<file path="config.mk">
export PLATFORM = sky130hd
export DESIGN_NAME = sram_arbiter
export DESIGN_NICKNAME = d
export VERILOG_FILES = /design/src/rtl/sram_arbiter.sv
export SDC_FILE = /design/constraint.sdc
export NUM_CORES = 1
export LEC_CHECK = 0
export ABC_CLOCK_PERIOD_IN_PS = 2100
export BUFFER_PORTS_ARGS = -buffer_cell sky130_fd_sc_hd__buf_2
export CAP_MARGIN = 20
export CORE_AREA = 4 4 114 116
export DETAILED_ROUTE_END_ITERATION = 8
export DIE_AREA = 0 0 118 120
export GPL_TIMING_DRIVEN = 1
export PLACE_DENSITY = 0.58
export SLEW_MARGIN = 20
export SYNTH_ARGS = -nofsm -noshare
export SYNTH_HDL_FRONTEND = slang
export SYNTH_SLANG_ARGS = --single-unit
export TNS_END_PERCENT = 1
</file>
<file path="constraint.sdc">
create_clock -name clk -period 2.1 [get_ports clk]
set_input_delay 0.42 -clock clk [delete_from_list [all_inputs] [get_ports clk]]
set_output_delay 0.42 -clock clk [all_outputs]
set_load 0.03 [all_outputs]
</file>
<file path="src/rtl/sram_arbiter.sv">
// sram_arbiter: shares one SRAM controller request interface between the
// pipeline MEM stage (port P, fixed priority) and a DMA/loader master (port D).
// Each grant is held until the controller reports completion. A saturating
// counter bounds how many P grants can be issued while D is waiting.
module sram_arbiter #(
    parameter int unsigned STARVE_LIMIT = 4
) (
    input  logic        clk,
    input  logic        rst,

    input  logic        p_read_en,
    input  logic        p_write_en,
    input  logic [31:0] p_address,
    input  logic [31:0] p_write_data,
    output logic [31:0] p_read_data,
    output logic        p_ready,

    input  logic        d_read_en,
    input  logic        d_write_en,
    input  logic [31:0] d_address,
    input  logic [31:0] d_write_data,
    output logic [31:0] d_read_data,
    output logic        d_ready,

    output logic        mem_read_en,
    output logic        mem_write_en,
    output logic [31:0] mem_address,
    output logic [31:0] mem_write_data,
    input  logic [31:0] mem_read_data,
    input  logic        mem_ready,

    output logic        grant_d
);

    localparam int unsigned CW = 4;
    localparam logic [CW-1:0] LIMIT = CW'(STARVE_LIMIT);

    typedef enum logic [1:0] {
        IDLE    = 2'd0,
        SERVE_P = 2'd1,
        SERVE_D = 2'd2
    } state_e;

    state_e        state_q, state_d;
    logic [CW-1:0] starve_q, starve_d;
    logic          grant_d_q, grant_d_d;

    logic p_req, d_req;
    logic p_is_rd, d_is_rd;
    logic starve_full;
    logic complete;

    // Request decode: write wins when both enables are set.
    always_comb begin
        p_req       = p_read_en | p_write_en;
        d_req       = d_read_en | d_write_en;
        p_is_rd     = p_read_en & ~p_write_en;
        d_is_rd     = d_read_en & ~d_write_en;
        starve_full = (starve_q == LIMIT);
        // A reset cycle aborts the access, so it never shows a completion.
        complete    = mem_ready & ~rst;
    end

    // Next-state, starvation counter and combinational port muxing.
    always_comb begin
        state_d        = state_q;
        starve_d       = starve_q;
        mem_read_en    = 1'b0;
        mem_write_en   = 1'b0;
        mem_address    = '0;
        mem_write_data = '0;
        p_ready        = ~p_req;
        d_ready        = ~d_req;
        p_read_data    = '0;
        d_read_data    = '0;

        unique case (state_q)
            IDLE: begin
                if (p_req && !(d_req && starve_full)) begin
                    state_d = SERVE_P;
                    if (d_req && (starve_q < LIMIT)) begin
                        starve_d = starve_q + CW'(1);
                    end
                end else if (d_req) begin
                    state_d  = SERVE_D;
                    starve_d = '0;
                end
            end

            SERVE_P: begin
                mem_read_en    = p_is_rd;
                mem_write_en   = p_write_en;
                mem_address    = p_address;
                mem_write_data = p_write_data;
                if (complete) begin
                    p_ready     = 1'b1;
                    p_read_data = p_is_rd ? mem_read_data : '0;
                    state_d     = IDLE;
                end
            end

            SERVE_D: begin
                mem_read_en    = d_is_rd;
                mem_write_en   = d_write_en;
                mem_address    = d_address;
                mem_write_data = d_write_data;
                if (complete) begin
                    d_ready     = 1'b1;
                    d_read_data = d_is_rd ? mem_read_data : '0;
                    state_d     = IDLE;
                end
            end

            default: begin
                state_d = IDLE;
            end
        endcase

        grant_d_d = (state_d == SERVE_D);
    end

    // State, starvation counter and registered grant status.
    always_ff @(posedge clk) begin
        if (rst) begin
            state_q   <= IDLE;
            starve_q  <= '0;
            grant_d_q <= 1'b0;
        end else begin
            state_q   <= state_d;
            starve_q  <= starve_d;
            grant_d_q <= grant_d_d;
        end
    end

    assign grant_d = grant_d_q;

endmodule

</file>
## After elaboration in Yosys (flattened, before gate mapping)

Index checks and enable logic that the tools add are counted.

| storage, ports and cells | value |
|---|---|
| register bits | 7 |
| latch bits | 0 |
| memory bits (writable) | 0 |
| bits in read-only memories | 0 |
| input port bits | 167 |
| logic and storage cells | 49 |
| memories | 0 |

| cells by class | value |
|---|---|
| add/subtract/negate cells | 1 |
| $mul | 0 |
| div/mod/pow operators | 0 |
| magnitude comparators | 1 |
| eq/ne operators | 5 |
| shift-type cells | 0 |
| multiplexer cells | 21 |
| bitwise gates (word level) | 10 |
| reduce and logical (&&, ||, !) cells | 8 |

Operators with widths:

| kind | count |
|---|---|
| 2-to-1 mux 32 bit | 6 |
| one-hot mux 32 bit (2 select lines) | 2 |
| 2-to-1 mux 4 bit | 3 |
| 2-to-1 mux 2 bit | 3 |
| NOT 1 bit | 5 |
| adder 4 x 1 -> 4 bit, second input constant | 1 |
| == test 2 bit, second input constant | 2 |
| == test 4 x 3 -> 1 bit, second input constant | 1 |
| less-than comparator 4 x 3 -> 1 bit, second input constant | 1 |
| 2-to-1 mux 1 bit | 4 |
| one-hot mux 1 bit (2 select lines) | 2 |
| one-hot mux 2 bit (2 select lines) | 1 |
| AND 1 bit | 3 |
| logical AND 1 bit | 3 |
| AND reduction 3 bit | 1 |
| == test 2 x 1 -> 1 bit, second input constant | 1 |
| zero test 2 bit | 1 |
| inequality test 2 x 1 -> 1 bit, second input constant | 1 |
| OR 1 bit | 2 |
| nonzero test 2 bit | 1 |
| OR reduction 2 bit | 1 |
| zero test 1 bit | 1 |

## Longest topological paths before layout

Gate-level depths: netlist of run 1.

| depth | value |
|---|---|
| word-level depth | 7 |
| mapped depth | 6 |
| depth with buffers taken out | 6 |

## Worst setup path after synthesis of run 1

OpenSTA, ideal clock, no wires.

| path | value |
|---|---|
| kind | reg2out |
| start point | register state_q[1] |
| end point | output port mem_address[11] |
| data arrival time | 1.679 ns |
| slack | 0.001 ns |
| stages on the path, launching flop included | 6 |
| buffers on the path | 2 |
| path through | dfxtp_1 > inv_1 > ha_1 > clkbuf_1 > clkbuf_1 > nor2b_1 |

| on the way | value |
|---|---|
| word-level cells in the longest chain between the ends | 2 |
| elaborated cells on any way between the ends | 3 |
| classes of those cells | eq/ne (2); mux (1) |

Ends and longest elaborated chain:

| element | line | text |
|---|---|---|
| start, declared | 44 | `state_e state_q, state_d;` |
| start signal, assigned | 129 | `state_q <= state_d;` |
| == test 2 bit or == test 2 x 1 -> 1 bit (tied branches) | 77 | `unique case (state_q)` |
| one-hot mux 32 bit (2 select lines) (*) | 77 |  |
| end, declared | 27 | `output logic [31:0] mem_address,` |

Mark *: on every way between the ends. The rest lies on a longest branch, timed or not.

## Worst setup path in the final report of run 1

| path | value |
|---|---|
| start point | register state_q[1] |
| end point | output port p_read_data[5] |

| on the way | value |
|---|---|
| word-level cells in the longest chain between the ends | 2 |

Ends and longest elaborated chain:

| element | line | text |
|---|---|---|
| == test 2 x 1 -> 1 bit | 77 |  |
| 2-to-1 mux 32 bit | 77 |  |
| end, declared | 15 | `output logic [31:0] p_read_data,` |

No other way between the ends.

==> out/qor.yml, run 1 <==
final_layout:
  seqCellArea_um2: 142.6
  layout-drive-gt1-share_pct: 59.36
  num-nets-final: 735
  multi_input_area_mm2: 0.001673
  fillers: 1290
  diodes: 0
  syn_to_final_growth_pct: 109.4
  fin_cells: 708
  stdcell_area_mm2: 0.003946
sta:
  setup_slack_ns: 0.08611
  post-route-min-period_ns: 2.014
  fin_hold_ws_ns: 0.5167
  rsz0062_at_grt: "yes"
  worst-slew-pin-transition_ns: 0.3360
  tns_ns: 0
  slew_headroom_pct: 77.53
  hold_viol: 0
  fin_worst_skew_ns: 0.001291
  max_freq_mhz: 496.6
  fin_crit_sh_pct: 95.90
  final-max-slew-violation-count: 0
  setup_viol: 0
route:
  vias: 3312
  wl_um: 12560
  dr.pass1.iters: 5
  via_per_inst: 4.678
  drt-initial-drc-count: 178
  final_antenna_net_count: 0
  post-route-drc-count: 0
  wl_per_cell_um: 17.74
clock_network:
  htreeDepth: 1
  cts.hold.buffers_added: 0
  cts_tree: "yes"
  cts_made_buffers: 3
  clockBufferDepth: 2
  root_buffer: "clkbuf_16"
  cts_num_sinks: 7
  postCtsSetupRepairBufs: 0
  clock_latency_ns: 0.24
  clkTransAtPathRegs_ns: 0.04
global_route:
  grt_pass1_wl_um: 17040
  grt_use_total_pct: 14.68
  grt_antenna_before_repair: 1
  grt_start_max_net_pins: 67
  grt_pass1_vias: 2974
  overflow: 0
setup_path:
  cp_max_fo: 8
  critical_path_arrival_ns: 1.59
  worst-path-buf-inv: 2
  cp_data_required_time_ns: 1.68
  worst_path_largest_cell_delay_ns: 0.35
  crit_type: "reg -> out"
  cp_top_family: "simple AND/OR/NAND/NOR gates"
  critPathSlowestCell: "dfxtp_2"
  cp_cell_sequence: "inv_2 > ha_4 > and3b_2 > and3_1 > buf_4"
  cp-end-kind: "primary output"
  startpoint_type: "register"
yosys:
  ys_seq_area_share_pct: 7.437
  ys_async_sr_fraction_pct: 0
  synth_nets: 452
  synth_edf_count: 0
  synthTopCellsByCount: "nor2b_1, a22oi_1, and3_1"
  ys_seq_elements: 7
  syn_avg_cell_area_um2: 6.754
  yosysMostFrequentCell: "nor2b_1"
  synth_area_leaders: "a22oi_1, nor2b_1, and3_1"
  yosysWarnings: 0
  synth.cell_area_mm2: 0.001884
  synth_flop_cell: "dfxtp_1"
  synthDominantCellAreaShare_pct: 26.29
  netlist-cell-type-count: 31
  yosys.area.top_type: "a22oi_1"
  syn-instance-count: 279
die:
  dieWidth_um: 118
  coreArea_mm2: 0.01191
  start_util_pct: 15.82
  floorplan.die_area_mm2: 0.01416
  die_h_um: 120
  core.rowCount: 40
  boundaryPins: 300
place:
  routabilityCongestion: 0.8981
  pre_cts_ws_ns: 0.1332
  placed_area_mm2: 0.003561
  hpwl_um: 9492
  dp.cells: 699
  port_buffers: 299
power:
  peakVddDrop_mv: 0.5142
  p_leak_nw: 2.291
  power_density_mw_per_mm2: 362.8
job:
  max_cap_viol_count: 0
min_path:
  min_path_type: "reg -> reg"
run_status:
  run_status: "complete, no violations"
path summary, 6_finish.rpt:
check	from	end	slack [ns]	cells past startpoint
max	state_q[1]$_SDFF_PP0_	p_read_data[5]	0.09	5
min	starve_q[1]$_SDFFE_PP0P_	starve_q[1]$_SDFFE_PP0P_	0.52	1
max reg2reg	state_q[1]$_SDFF_PP0_	grant_d$_SDFF_PP0_	0.57	6
min reg2reg	starve_q[1]$_SDFFE_PP0P_	starve_q[1]$_SDFFE_PP0P_	0.52	1
repair_timing:
| action | 4_1_cts | 5_1_grt |
|---|---|---|
| endpoints found under the setup margin | 96 | 130 |
| endpoints found under the hold margin | 0 | 0 |
| gates resized for setup | 60 | 23 |
| pin swaps | 0 | 3 |
| cloned | 0 | 5 |
logic make-up after synthesis:
| family | count (synthesis) | synth area share, % |
|---|---|---|
| simple gates | 148 | 49.00 |
| buf+inv | 40 | 8.300 |
| flops | 7 | 7.437 |
| fa+ha+maj | 6 | 3.984 |
| mux | 1 | 0.5976 |
| compound gates | 77 | 30.68 |
metal layers:
layer | vias to the layer above | wire length, um | global-route usage (%)
met5 | - | 0 | 0
met4 | 0 | 107 | 1.978
met3 | 11 | 948 | 2.733
met2 | 174 | 6343 | 25.84
met1 | 1530 | 5159 | 19.12
li1 | 1597 | - | -
worst reg2reg max path, stage by stage (launching register included):
cell and delay (ns):
dfxtp_2 0.38, inv_2 0.08, ha_4 0.26, clkbuf_16 0.19, a22oi_1 0.19, o22ai_1 0.13, nor3_1 0.21
power breakdown:
part	switching, mW	internal, mW
clock network	0.0791	0.253
registers	0.00920	0.143
logic	0.525	0.422
state kept, by name, indices dropped and copies added (netlist names):
signal and count:
grant_d 1, starve_q 4, state_q 2
stage by stage:
| stage | util [%] | total power, mW |
|---|---|---|
| after floorplan | - | 0.6479 |
| after global placement | 29.90 | 0.9961 |
| after detailed placement | 29.90 | 0.9976 |
| after CTS | 31.84 | 1.363 |
| after global routing | 33.13 | 1.527 |
| final | 33.13 | 1.432 |
placed cells by master, fill, tap and decap left out, types with 2 or more instances in the layout:
cell type,count
buf_2,237
buf_12,5
and3b_2,3
o22ai_1,2
dfxtp_1,5
buf_8,2
dfxtp_2,2
a22oi_1,64
buf_4,55
nor2_1,3
and3_1,64
ha_1,3
and2_1,2
ha_4,3
nor2_2,2
nand2_1,4
clkbuf_4,7
nor2b_1,66
a22oi_2,2
clkbuf_16,5
inv_1,4
cell type report:
cell class / count / area share [%]
clock buffers: 4 / 1.997
inverters: 6 / 0.6341
multi-input cells: 235 / 42.39
flip-flops and latches: 7 / 3.614
well taps: 147 / 4.661
repair buffers: 309 / 46.70
Note: power is estimated with default switching activity, not from simulation.
==> run 2, diff against run 1 <==
Settings changed: BUFFER_PORTS_ARGS -buffer_cell sky130_fd_sc_hd__buf_2 to -buffer_cell sky130_fd_sc_hd__buf_4, REMOVE_ABC_BUFFERS set to 1.
==> out/qor.yml, run 2 (synthesis gave the netlist of run 1 again) <==
final_layout:
  regMostFlops: "starve_q"  # unchanged
  layout_commonest_cell: "buf_4"  # was buf_2
  final_cell_mix: "buf_4, nor2b_1, and3_1"  # was buf_2, nor2b_1, a22oi_1, and3_1, buf_4
  syn_to_final_growth_pct: 153.8  # was 109.4%
  layout-drive-gt1-share_pct: 61.46  # was 59.36%
  diodes: 0  # unchanged
  num-nets-final: 737  # was 735
  largest_register_ffs: 4  # unchanged
  fin_cells: 710  # was 708
  final_core_util_pct: 40.15  # was 33.13%
die:
  dieWidth_um: 118  # unchanged
  coreArea_mm2: 0.01191  # unchanged
  die_h_um: 120  # unchanged
  start_util_pct: 15.82  # unchanged
  boundaryPins: 300  # unchanged
  floorplan.die_area_mm2: 0.01416  # unchanged
  core.rowCount: 40  # unchanged
place:
  hpwl_um: 9600  # was 9492 um
  pre_cts_ws_ns: 0.2302  # was 0.1332 ns
  dp.cells: 698  # was 699
  routabilityCongestion: 0.8330  # was 0.8981
  port_buffers: 299  # unchanged
route:
  wl_um: 13180  # was 12560 um
  via_per_inst: 4.686  # was 4.678
  post-route-drc-count: 0  # unchanged
  drt-initial-drc-count: 169  # was 178
  wl_per_cell_um: 18.57  # was 17.74 um
  dr.pass1.iters: 5  # unchanged
  final_antenna_net_count: 0  # unchanged
  vias: 3327  # was 3312
setup_path:
  cp-end-kind: "primary output"  # unchanged
  critical_path_arrival_ns: 1.68  # was 1.59 ns
  cp_data_required_time_ns: 1.68  # about the same
  worstSetupStartpoint: "state_q[0]$_SDFF_PP0_"  # was state_q[1]$_SDFF_PP0_
  reg2reg_from: "state_q[0]$_SDFF_PP0_"  # was state_q[1]$_SDFF_PP0_
  crit_type: "reg -> out"  # unchanged
  startpoint_type: "register"  # unchanged
  cp_max_fo: 8  # unchanged
clock_network:
  root_buffer: "clkbuf_16"  # unchanged
  cts_num_sinks: 7  # unchanged
  clock_latency_ns: 0.23  # was 0.24 ns
  cts_tree: "yes"  # unchanged
  cts_made_buffers: 3  # unchanged
  clockBufferDepth: 2  # unchanged
  clkTransAtPathRegs_ns: 0.04  # about the same
  htreeDepth: 1  # unchanged
run_status:
  run_status: "complete, no violations"  # unchanged
job:
  max_cap_viol_count: 0  # unchanged
global_route:
  grt_antenna_before_repair: 1  # unchanged
  grt_pass1_vias: 3081  # was 2974
  overflow: 0  # unchanged
  grt_pass1_wl_um: 17250  # was 17040 um
  grt_use_total_pct: 14.67  # was 14.68%
  grt_start_max_net_pins: 69  # was 67
sta:
  post-route-min-period_ns: 2.097  # was 2.014 ns
  fin_crit_sh_pct: 99.88  # was 95.90%
  final-max-slew-violation-count: 0  # unchanged
  setup_slack_ns: 0.002577  # was 0.08611 ns
  tns_ns: 0  # unchanged
  setup_viol: 0  # unchanged
  worst-slew-pin-transition_ns: 0.3129  # was 0.3360 ns
  max_freq_mhz: 476.8  # was 496.6 MHz
  hold_viol: 0  # unchanged
  fin_worst_skew_ns: 0.0009462  # was 0.001291 ns
  rsz0062_at_grt: "yes"  # unchanged
  slew_headroom_pct: 79.06  # was 77.53%
min_path:
  hp-start: "starve_q[3]$_SDFFE_PP0P_"  # was starve_q[1]$_SDFFE_PP0P_
  min_path_type: "reg -> reg"  # unchanged
power:
  peakVddDrop_mv: 0.4419  # was 0.5142 mV
  p_leak_nw: 2.483  # was 2.291 nW
  power_density_mw_per_mm2: 323.1  # was 362.8 mW/mm2
run 2: changes by cell type in the layout (fill, tap and decap cells not counted), sizes merged:
cell / delta
buf: +9
clkbuf: -4
and3b: -3
run 2: cell type report:
type / count / area, um2
fill: 1212 / 7129
inverter: 6 / 25.02
tap: 147 / 183.9
timing repair buffer: 314 / 2656
multi-input combinational: 232 / 1693
sequential: 7 / 145.1
clock buffer: 4 / 78.83
run 2: worst max-delay path: stages, from the launching register on:
cell and delay [ns]:
dfxtp_2 0.34, inv_4 0.09, ha_4 0.19, nand2_2 0.07
nor2_4 0.24, clkbuf_16 0.21, and3_1 0.18, buf_6 0.13
run 2: where the power goes:
part	switching [mW]	leakage, nW	internal, mW
Sequential	0.00926	0.0581	0.143
Clock	0.0688	0.0382	0.252
Combinational	0.533	2.39	0.539
run 2: timing repair:
item / in CTS / in global routing
pin swaps: 0 / 3
endpoints found under the setup margin: 4 / 130
buffers inserted: 0 / 2
hold buffers: 0 / 0
resized for setup: 4 / 53
cloned: 0 / 6
run 2: metal layers:
| layer | wire length [um] | track usage, % | up-vias |
|---|---|---|---|
| met2 | 6997 | 27.02 | 122 |
| met4 | 116 | 2.418 | 2 |
| li1 | - | - | 1597 |
| met1 | 5283 | 17.98 | 1592 |
| met3 | 771 | 2.733 | 14 |
| met5 | 13 | 0 | - |
run 2: per-stage QoR:
stage                     total power, mW  area [um2]  hold WS, ns
after floorplan                    0.6243        1750       0.4767
after global placement              1.117        4314       0.4899
after detailed placement            1.126        4314       0.4982
after CTS                           1.458        4405       0.5059
after global routing                1.637        4782       0.5148
final                               1.545        4782       0.5059
run 2: final timing paths:
kind         cells past startpoint  slack (ns)                       end
max                              7       0.003           d_read_data[31]
min reg2reg                      1        0.51  starve_q[3]$_SDFFE_PP0P_
min                              1        0.51  starve_q[3]$_SDFFE_PP0P_
max reg2reg                      6        0.57        grant_d$_SDFF_PP0_
